===== src/rtl/hazard_pkg.sv =====
// Shared encodings and base latency for the hazard scoreboard.
// Pure definitions: no state, so no latency or backpressure.
package hazard_pkg;

  localparam int BASE_LAT = 3;

  typedef enum logic [1:0] {
    CLS_ALU  = 2'd0,
    CLS_LOAD = 2'd1,
    CLS_MUL  = 2'd2,
    CLS_RSVD = 2'd3
  } issue_class_t;

  typedef enum logic [1:0] {
    FWD_RF      = 2'd0,
    FWD_MEM     = 2'd1,
    FWD_WB      = 2'd2,
    FWD_WB_LAST = 2'd3
  } fwd_sel_t;

  typedef struct packed {
    logic     stall;
    fwd_sel_t sel;
  } src_res_t;

endpackage


===== src/rtl/sb_entry.sv =====
// One register's pending write: countdown loaded on issue, decremented every edge.
// State visible the cycle after load; has no backpressure of its own.
module sb_entry
  import hazard_pkg::*;
#(
  parameter int CNT_W = 4
) (
  input  logic             clk,
  input  logic             rst,
  input  logic             load,
  input  logic [CNT_W-1:0] load_cnt,
  input  issue_class_t     load_cls,
  output logic             pending,
  output logic [CNT_W-1:0] cnt,
  output issue_class_t     cls,
  output logic             pending_next
);

  logic [CNT_W-1:0] cnt_next;

  always_comb begin
    cnt_next = cnt;
    if (load) begin
      cnt_next = load_cnt;
    end else if (pending) begin
      cnt_next = cnt - 1'b1;
    end
  end

  assign pending_next = (cnt_next != '0);

  always_ff @(posedge clk) begin
    if (rst) begin
      pending <= 1'b0;
      cnt     <= '0;
      cls     <= CLS_ALU;
    end else begin
      pending <= pending_next;
      cnt     <= cnt_next;
      if (load) begin
        cls <= load_cls;
      end
    end
  end

endmodule


===== src/rtl/hazard_scoreboard.sv =====
// In-order issue scoreboard: comb stall; registered fwd selects / pending count one edge after issue.
// Stall holds decode while counters keep draining. HAZARD_FORWARDING_EN enables operand bypass.
module hazard_scoreboard
  import hazard_pkg::*;
#(
  parameter int NREGS     = 32,
  parameter int MUL_EXTRA = 2,
  parameter int CNT_W     = 4
) (
  input  logic                     clk,
  input  logic                     rst,
  input  logic                     issue_valid,
  input  logic [$clog2(NREGS)-1:0] issue_a_reg,
  input  logic [$clog2(NREGS)-1:0] issue_b_reg,
  input  logic                     issue_uses_b,
  input  logic                     issue_wb_en,
  input  logic [$clog2(NREGS)-1:0] issue_wb_reg,
  input  logic [1:0]               issue_class,
  output logic                     stall,
  output logic [1:0]               fwd_a_sel,
  output logic [1:0]               fwd_b_sel,
  output logic [$clog2(NREGS):0]   pending_count
);

  localparam int RW = $clog2(NREGS);

  logic [NREGS-1:0] pend;
  logic [NREGS-1:0] pend_next;
  logic [CNT_W-1:0] cnt   [NREGS];
  issue_class_t     cls   [NREGS];

  logic [CNT_W-1:0] new_cnt;
  logic             wb_live;
  logic             waw;
  logic             accept;
  src_res_t         res_a;
  src_res_t         res_b;
  logic [RW:0]      pop;

  // Register 0 never has a pending write.
  assign pend[0]      = 1'b0;
  assign pend_next[0] = 1'b0;
  assign cnt[0]       = '0;
  assign cls[0]       = CLS_ALU;

  assign new_cnt = (issue_class == CLS_MUL) ? CNT_W'(BASE_LAT + MUL_EXTRA) : CNT_W'(BASE_LAT);
  assign wb_live = issue_wb_en && (issue_wb_reg != '0);

  for (genvar i = 1; i < NREGS; i++) begin : g_entry
    sb_entry #(.CNT_W(CNT_W)) u_entry (
      .clk          (clk),
      .rst          (rst),
      .load         (accept && wb_live && (issue_wb_reg == RW'(i))),
      .load_cnt     (new_cnt),
      .load_cls     (issue_class_t'(issue_class)),
      .pending      (pend[i]),
      .cnt          (cnt[i]),
      .cls          (cls[i]),
      .pending_next (pend_next[i])
    );
  end

  // cnt counts edges until the producer's value lands in the RF; 3 = in MEM, 2 = in WB, 1 = just written.
  function automatic src_res_t resolve(input logic p, input logic [CNT_W-1:0] c, input issue_class_t k);
    src_res_t r;
    r.stall = 1'b0;
    r.sel   = FWD_RF;
    if (p) begin
      if (c > CNT_W'(BASE_LAT)) begin
        r.stall = 1'b1;
      end else if (c == CNT_W'(BASE_LAT)) begin
        if (k == CLS_LOAD) r.stall = 1'b1;
        else               r.sel   = FWD_MEM;
      end else if (c == CNT_W'(2)) begin
        r.sel = FWD_WB;
      end else begin
        r.sel = FWD_WB_LAST;
      end
    end
`ifdef HAZARD_FORWARDING_EN
    return r;
`else
    // Without bypass any source that would have needed a forward must wait for the RF.
    r.stall = r.stall || (r.sel != FWD_RF);
    r.sel   = FWD_RF;
    return r;
`endif
  endfunction

  assign res_a = resolve(pend[issue_a_reg], cnt[issue_a_reg], cls[issue_a_reg]);
  assign res_b = resolve(pend[issue_b_reg], cnt[issue_b_reg], cls[issue_b_reg]);

  // A younger write must not finish before an older one still in flight.
  assign waw = wb_live && pend[issue_wb_reg] && (new_cnt < cnt[issue_wb_reg]);

  assign stall  = issue_valid && (res_a.stall || (issue_uses_b && res_b.stall) || waw);
  assign accept = issue_valid && !stall;

  always_comb begin
    pop = '0;
    for (int i = 0; i < NREGS; i++) begin
      pop = pop + {{RW{1'b0}}, pend_next[i]};
    end
  end

  always_ff @(posedge clk) begin
    if (rst) begin
      fwd_a_sel     <= FWD_RF;
      fwd_b_sel     <= FWD_RF;
      pending_count <= '0;
    end else begin
      fwd_a_sel     <= accept ? res_a.sel : FWD_RF;
      fwd_b_sel     <= (accept && issue_uses_b) ? res_b.sel : FWD_RF;
      pending_count <= pop;
    end
  end

endmodule


===== config.mk =====
export PLATFORM = sky130hd
export DESIGN_NAME = hazard_scoreboard
export DESIGN_NICKNAME = d
export VERILOG_FILES = /design/src/rtl/hazard_pkg.sv /design/src/rtl/sb_entry.sv /design/src/rtl/hazard_scoreboard.sv
export SDC_FILE = /design/constraint.sdc
export NUM_CORES = 1
export LEC_CHECK = 0
export CAP_MARGIN = 20
export CORE_ASPECT_RATIO = 2
export CORE_UTILIZATION = 58
export CTS_BUF_LIST = sky130_fd_sc_hd__clkbuf_16
export CTS_CLUSTER_SIZE = 25
export DETAILED_ROUTE_END_ITERATION = 8
export PLACE_DENSITY_LB_ADDON = 0.1
export SLEW_MARGIN = 20
export SYNTH_ARGS = -nofsm -noshare
export SYNTH_HDL_FRONTEND = slang
export SYNTH_SLANG_ARGS = --single-unit
export TNS_END_PERCENT = 30

===== constraint.sdc =====
create_clock -name clk -period 11.5 [get_ports clk]
set_clock_uncertainty 0.1 [all_clocks]
set_input_delay 1.725 -clock clk [delete_from_list [all_inputs] [get_ports clk]]
set_output_delay 1.725 -clock clk [all_outputs]
set_load 0.005 [all_outputs]

Word level (Yosys, flattened, before mapping)
Index checks and enable logic that the tools add are counted.
- latch bits: 0
- output and inout bits: 11
- register bits: 223
- word-level logic and storage cells: 382
- memories: 0
- input bits: 22
- memory bits (read-only): 0
- memory bits (writable): 0
- $mul: 0
- add/sub/neg operators: 61
- shift-type cells: 0
- equal/unequal tests: 38
- div/mod/pow operators: 0
- reductions and logical operators: 77
- order comparisons: 9
- bitwise logic cells: 3
- muxes and demuxes: 100
- operators by type and width (operator ; count):
    $mux W4 ; 68
    $add A6 B1 Y6 ; 25
    $reduce_bool A4 Y1 ; 31
    $sub A4 B1 Y4 const B ; 31
    $eq A5 B5 Y1 const B ; 16
    $bmux W4 S5 ; 3
    $eq A5 B4 Y1 const B ; 8
    $logic_and A1 B1 Y1 ; 38
    $bmux W2 S5 ; 2
    $eq A5 B3 Y1 const B ; 4
    $ge A6 B6 Y1 const B ; 3
    $lt A5 B6 Y1 const B ; 3
    $not A5 Y6 ; 3
    $eq A4 B2 Y1 const B ; 4
    $mux W2 ; 8
    $bmux W1 S5 ; 3
    $mux W1 ; 13
    $eq A5 B2 Y1 const B ; 2
    $mux W3 ; 3
    $gt A4 B2 Y1 const B ; 2
    $add A5 B1 Y6 ; 1
    $add A4 B1 Y5 ; 1
    $eq A5 B1 Y1 const B ; 1
    $reduce_bool A5 Y1 ; 1
    other kinds (9) ; 14

Longest topological paths before layout
- word-level depth: 51
- depth in mapped cells: 34
- mapped depth without buffers: 30

Hierarchy
Synthesis repeated with hierarchy kept, for this count alone.
- cell total of the unflattened synthesis: 1368
- area, all modules: 14059.7 um^2
- by module, submodules not included (module ; area an instance (um^2) ; times used ; sequential area each (um^2) ; cells each):
    sb_entry ; 349.1 ; 31 ; 140.1 ; 34
    hazard_scoreboard ; 3238.1 ; 1 ; 120.1 ; 314

Least setup slack after synthesis
OpenSTA, ideal clock, no wires.
- path kind: input-to-reg
- start point: input issue_wb_reg[0]
- end point: register pending_count[4]
- library setup time: 0.128 ns
- data arrival time: 9.490 ns
- buffers on the path: 6
- path slack: 1.782 ns
- cell stages on the path: 34
- data required time: 11.272 ns
- path through: buf_6 > buf_6 > clkbuf_1 > buf_2 > mux4_2 > mux4_2 > mux2i_1 > ha_1 > or2_2 > o221ai_1 > a21oi_1 > o41a_1 > buf_6 > buf_6 > o211ai_4 > nand2_1 > fa_1 > fa_1 > inv_1 > fa_1 > inv_1 > fa_1 > inv_1 > fa_1 > inv_1 > fa_1 > inv_1 > fa_1 > fa_1 > inv_1 > a21o_1 > a21oi_1 > xor2_1 > nor2_1
- elaborated cells between the ends (all ways): 170
- classes of those cells: add/sub (30); order compare (1); eq/ne (31); mux (36); bitwise (1); reduce/logical (71)
- RTL lines (what ; RTL line ; RTL):
    start, declared ; hazard_scoreboard.sv:17 ; input logic [$clog2(NREGS)-1:0] issue_wb_reg,
    $not A5 Y6 (implied by the code) ; hazard_scoreboard.sv:94 ; assign waw = wb_live && pend[issue_wb_reg] && (new_cnt < cnt[issue_wb_reg]);
    $bmux W4 S5 ; hazard_scoreboard.sv:94 ;
    $mux W4 (implied by the code) (2 in a row) ; hazard_scoreboard.sv:94 ;
    $lt A3 B4 Y1 ; hazard_scoreboard.sv:94 ;
    $logic_and A1 B1 Y1 ; hazard_scoreboard.sv:94 ;
    $logic_or A1 B1 Y1 ; hazard_scoreboard.sv:96 ; assign stall = issue_valid && (res_a.stall || (issue_uses_b && res_b.stall) || waw);
    $logic_and A1 B1 Y1 ; hazard_scoreboard.sv:96 ;
    $logic_not A1 Y1 ; hazard_scoreboard.sv:97 ; assign accept = issue_valid && !stall;
    $logic_and A1 B1 Y1 ; hazard_scoreboard.sv:97 ;
    $logic_and A1 B1 Y1 ; hazard_scoreboard.sv:53 ; .load (accept && wb_live && (issue_wb_reg == RW'(i))),
    $logic_and A1 B1 Y1 (*) ; hazard_scoreboard.sv:53 ;
    $mux W4 (*) ; sb_entry.sv:23 ; if (load) begin
    $reduce_bool A4 Y1 (*) ; sb_entry.sv:30 ; assign pending_next = (cnt_next != '0);
    via g_entry[10].u_entry.pending_next ; sb_entry.sv:16 ; output logic pending_next
    $add A6 B1 Y6 (*) (22 in a row) ; hazard_scoreboard.sv:102 ; pop = pop + {{RW{1'b0}}, pend_next[i]};
    end signal, assigned ; hazard_scoreboard.sv:114 ; pending_count <= pop;
    end, declared ; hazard_scoreboard.sv:22 ; output logic [$clog2(NREGS):0] pending_count
The timed path passes the listed nets; every way through them passes the cells marked *. The select of a mux whose other input is x is not followed.
A chain may end at the register's enable or synchronous reset.

Final worst setup path
- start point: input issue_wb_reg[0]
- end point: register pending_count[4]
- elaborated cells between the ends (all ways): 170
- classes of those cells: add/sub (30); order compare (1); eq/ne (31); mux (36); bitwise (1); reduce/logical (71)
- RTL lines (what ; RTL line):
    $not A5 Y6 (implied by the code) ; hazard_scoreboard.sv:94
    $bmux W4 S5 ; hazard_scoreboard.sv:94
    $mux W4 (implied by the code) (2 in a row) ; hazard_scoreboard.sv:94
    $lt A3 B4 Y1 ; hazard_scoreboard.sv:94
    $logic_and A1 B1 Y1 ; hazard_scoreboard.sv:94
    $logic_or A1 B1 Y1 ; hazard_scoreboard.sv:96
    $logic_and A1 B1 Y1 ; hazard_scoreboard.sv:96
    $logic_not A1 Y1 ; hazard_scoreboard.sv:97
    $logic_and A1 B1 Y1 ; hazard_scoreboard.sv:97
    $logic_and A1 B1 Y1 ; hazard_scoreboard.sv:53
    $logic_and A1 B1 Y1 (*) ; hazard_scoreboard.sv:53
    $mux W4 (*) ; sb_entry.sv:23
    $reduce_bool A4 Y1 (*) ; sb_entry.sv:30
    via g_entry[28].u_entry.pending_next ; sb_entry.sv:16
    $add A6 B1 Y6 (*) (4 in a row) ; hazard_scoreboard.sv:102
Marked as above.

==> run metrics <==
status finished, final reports clean; number of routed nets with antenna violations 0; Period Utilization, post-route 0.863; root buffer cell clkbuf_16; Main synth FF type dfxtp_1; detailed-route DRC error count 0; Max clock buf depth 2; commonest non-fill, non-tap cell in the layout dfxtp_1; Worst Max-Slew Pin Slew 997 ps; Initial Utilization 0.588; number of global-route vias before repair 9026; Vias/cell 6.29; number of synthesis warnings 0; FF-to-FF setup slack 3160 ps; Tmin final 9920 ps; Fin. Hold Viols 0; CP max-delay cell buf_2; Required @ worst endpoint 11720 ps; headroom to the max-slew limit 0.335; Initial DRC Count 580; Reg clk slew, reported paths 60 ps; FF+latch count, synth 161; Max Cap Viol 0; Die Wd 101 um; Setup CP Type in2reg; Fmax achieved 0.101 GHz; endpoints failing setup 0; gr ovfl total 0; Port Buf Inserts 28; final WL 32200 um; clock network latency to the later pin of the worst-skew pair 460 ps; R2R Path End pending_count[4]; global-route wire length before repair 50200 um; postcts setup bufs 0; post_cts resized 0; crit end category register; initial antenna violation count 0; CTS tree done; Slew Limit Fails 0; CP max FO 27; Final GP Congestion 0.970; TritonCTS Buffers 17; largest net degree at the start of global routing 67; hold path start g_entry[5].u_entry.cnt[3]; Area Growth Syn to Fin 7.10%; std cell rows 72; H-tree depth 4; Worst EP arrival 10140 ps; routing usage on met3 0.0710; Hold WS 479 ps; setup TNS 0 ps; Mean Syn Cell Area 9.51 um^2; Top Ports 33; Seq/Total Area, Yosys 0.284; Routed wire per std cell 22.5 um; Most Frequent Cell on Critical Path fa_1; Synth cell types 59; Total GRT Usage 0.342; M1 GR Usage 0.343; worst min path class reg2reg; grt peak-use layer met2; post-synth design cell area 0.0113 mm^2; Post-synth EDFFs 0; hold worst-path end g_entry[5].u_entry.cnt[3]; crit path launch type primary input; Syn Inst Count 1193; Die ar. 0.0202 mm^2; cts hold-fix bufs 0; R2R depth 29; most frequent cells in the layout dfxtp_1 (161), nand2_1 (90), inv_1 (89); HPWL Detailed 24100 um; via count 8989; core area 0.0193 mm^2; Die Height 200 um; R2R Path Start g_entry[13].u_entry.cnt[2]; Sink Count 161; share of cells above drive strength 1 0.137; met2 Resource Use GR 0.584; n_diodes 0; Nets 1243; ys async rst share 0; slowest stage delay, CP 610 ps; DR pass1 iterations 6; worst hold stages 2; RSZ-0062 raised after global routing false
## cell usage after synthesis, drive strengths merged (42+ instances only)
master  count  area [um^2]
and3       45          282
clkbuf     65          244
xor2       63          552
dfxtp     161         3220
mux2       49          589
mux4       42          946
a21oi      63          315
inv        89          334
nand2      90          338
xnor2      62          543
o211ai     47          569
nor2       73          274
## logic make-up (layout without fill, tap and decap cells)
group	count (synthesis)	in the layout	synth area share
adders and majority gates	62	62	0.0836
buffers and inverters	186	161	0.0738
AOI/OAI and AO/OA	202	202	0.144
muxes	127	127	0.167
DFF	161	161	0.284
xor gates and xnor gates	125	125	0.0965
and+or+nand+nor	329	329	0.150
other	1	4	0.000331
## area by class of cell
class                   count  area, um^2
inverters                  89         334
fillers                  1718        7130
clock inverters            14         164
well taps                 259         324
repair buffers             41         365
multi-input cells         849        7310
clock buffers              17         425
flip-flops and latches    161        3220
## sequential cells by signal, indices dropped and copies added, names as in the netlist
name / cells
g_entry.u_entry.pending: 31
g_entry.u_entry.cnt: 124
pending_count: 6
## routing by layer
| layer | vias to the layer above | part of all wire |
|---|---|---|
| met5 | - | 0 |
| met4 | 0 | 0.10 |
| met3 | 160 | 0.056 |
| met2 | 353 | 0.50 |
| met1 | 4314 | 0.35 |
| li1 | 4162 | - |
## how the worst max path moves through the flow
stage,endpoint,slack (ps),cells after the start,start
after global routing,pending_count[4],1180,30,issue_wb_reg[0]
after floorplan,pending_count[4],1780,34,issue_wb_reg[0]
final,pending_count[4],1580,30,issue_wb_reg[0]
after global placement,pending_count[4],1290,30,issue_wb_reg[0]
after detailed placement,pending_count[4],1150,30,issue_wb_reg[0]
after CTS,pending_count[4],1600,30,issue_wb_reg[0]
## per-stage QoR
step                      instances   util  cell area (um^2)  worst slack [ps]
after detailed placement       1399  0.600             11600              1150
after floorplan                1196      -             11400              1780
after global placement         1399  0.600             11600              1290
after CTS                      1430  0.630             12200              1600
after global routing           1430  0.630             12200              1180
final                          1430  0.630             12200              1580
## worst max-delay path: cells and delay by family
family                   cells  cell delay, ps
XOR/XNOR                     1             140
AND/OR/NAND/NOR              3             330
AO/OA/AOI/OAI                6            1270
buffers and inverters        8            1410
adder cells (fa/ha/maj)      9            4000
multiplexers                 3            1250
Power is not shown: default switching activity piles up to over one toggle a cycle in this logic, so the estimate is an artifact.
==> RTL edit (same settings) <==
`NREGS`: 32 -> 64.
--- a/src/rtl/hazard_scoreboard.sv
+++ b/src/rtl/hazard_scoreboard.sv
@@ -4,5 +4,5 @@
   import hazard_pkg::*;
 #(
-  parameter int NREGS     = 32,
+  parameter int NREGS     = 64,
   parameter int MUL_EXTRA = 2,
   parameter int CNT_W     = 4
Interface: changed (resized issue_a_reg, issue_b_reg, issue_wb_reg and pending_count); port bits go from 33 to 37. The function was not compared with the original's and may differ.
==> RTL edit against the unedited design <==
Critical path depth up 5; synthesized area up 100%; final area up 98%; setup slack worse by 0.73 ns; routed wire length up 120%; sequential cell count up 161.
Power is left out: the tool's default activity adds up to more than one toggle a clock period on the data nets, which glitch-free logic cannot reach.
==> RTL edit: results (changes against the unedited design) <==
[clock_network]
clockRootBuffer=clkbuf_16  ; unchanged
clk_latency_ns=0.61  ; was 0.46 ns
path_clk_slew_ns=0.07
cts-resized-gates=0  ; unchanged
cts_inserted_buffers=31  ; was 17
cts_max_path_buffers=3  ; was 2
h-tree-depth=1  ; was 4
clock_sinks=322  ; was 161
cts_setup_buffers=0  ; unchanged

[placed_design]
hpwl_mm=55.1  ; was 24.1 mm
gp_congestion=1.03  ; was 0.970
portBuffers=32  ; was 28

[global_routing]
grt_pass1_wl_mm=109  ; was 50.2 mm
grt_use_total=0.366  ; was 0.342
grt_pass1_vias=18646  ; was 9026
antenna_found_initial=1  ; was 0
grt_max_degree=90  ; was 67

[drt]
drt-initial-drc-count=1358  ; was 580
viasPerCell=6.34  ; was 6.29
drt_pre_antenna_iters=7  ; was 6
wire_per_inst_um=24.3  ; was 22.5 µm

[finish]
multi_input_gates=1779  ; was 849
multi_input_area_um2=14400  ; was 7310 µm²
fin_nets=2575  ; was 1243
antenna_cells=0  ; unchanged
buf_share=0.0365  ; was 0.0301
nFillCells=3370  ; was 1718
drive_gt1_frac=0.123  ; was 0.137
clkCellAreaFrac=0.0418  ; was 0.0485
inv_count=183  ; was 89
sh_seq_area=0.268  ; was 0.265
top_regs=g_entry.u_entry.cnt (252), g_entry.u_entry.pending (63), pending_count (7)  ; was g_entry.u_entry.cnt (124), g_entry.u_entry.pending (31), pending_count (6)
buffers_excl_clock=101  ; was 41

[setup_path]
slowest_delay_ns=0.58  ; was 0.61 ns
cpMaxStageDelayCell=fa_1  ; was buf_2
crit_family=adder cells  ; unchanged
path_max_fanout=38  ; was 27
worstPathRequired_ns=11.86  ; was 11.72 ns
ff2ff_setup_slack_ns=2.01  ; was 3.16 ns

[min_path]
hold_class=register to register  ; unchanged

[logic_synthesis]
synth_cell_types=60  ; was 59
ys_seq_area_frac=0.284  ; about the same
netlist_top_cells_area=dfxtp_1 28%, mux4_2 8.1%, xor2_1 4.9%  ; was dfxtp_1 28%, mux4_2 8.3%, xor2_1 4.9%
synth_xor_area_frac=0.0955  ; was 0.0965
ys_warn_count=0  ; unchanged
synth_compound_area_frac=0.100  ; was 0.144
synth_fa_ha_area_frac=0.0905  ; was 0.0836
synth_common_cells=322 x dfxtp_1, 186 x nor2_1, 183 x inv_1  ; was 161 x dfxtp_1, 90 x nand2_1, 89 x inv_1
async_flop_share=0  ; unchanged
synth.mux.area_fraction=0.164  ; was 0.167

[outcome]
status=completed  ; unchanged

[sta]
worst_pin_slew_ns=1.08  ; was 0.997 ns

## RTL edit: cell types whose count changed after synthesis, sizes merged, moves of 63 or more
| cell | change |
|---|---|
| nand3 | +65 |
| xor2 | +64 |
| nand4 | +63 |
| nor2 | +113 |
| buf | +87 |
| inv | +94 |
| nand2 | +92 |
| dfxtp | +161 |
| nor3 | +74 |
## RTL edit: stage by stage
stage / utilization / area, µm² / setup slack (ns) / hold slack [ns] / std cells
final: 0.623 / 24100 / 0.845 / 0.500 / 2961
after global routing: 0.623 / 24100 / 0.405 / 0.533 / 2961
after CTS: 0.623 / 24100 / 0.891 / 0.497 / 2961
after detailed placement: 0.597 / 23100 / 0.264 / 0.487 / 2905
after global placement: 0.597 / 23100 / 0.360 / 0.478 / 2905
after floorplan: - / 22700 / 0.148 / 0.426 / 2530
## RTL edit: kinds of logic (layout without fill, tap and decap cells)
logic type,Yosys count,count (layout)
fa+ha+maj,132,132
flops,322,322
other cells,1,4
xor+xnor,247,247
buf+inv,429,340
mux,250,250
simple gates,833,833
compound gates,313,313
## RTL edit: metal layers
metal / global-route usage / wire [µm] / vias up
li1: - / - / 8576
met4: 0.300 / 6700 / 2
met3: 0.0617 / 4360 / 294
met2: 0.645 / 36200 / 710
met5: 0 / 17 / -
met1: 0.380 / 24700 / 9203
## RTL edit: path summary, 6_finish.rpt
kind | start | cells past startpoint | endpoint
max | issue_wb_reg[0] | 35 | pending_count[6]
min reg2reg | g_entry[31].u_entry.cnt[0] | 3 | g_entry[31].u_entry.cnt[0]
max reg2reg | g_entry[43].u_entry.cnt[2] | 33 | pending_count[6]
min | g_entry[31].u_entry.cnt[0] | 3 | g_entry[31].u_entry.cnt[0]
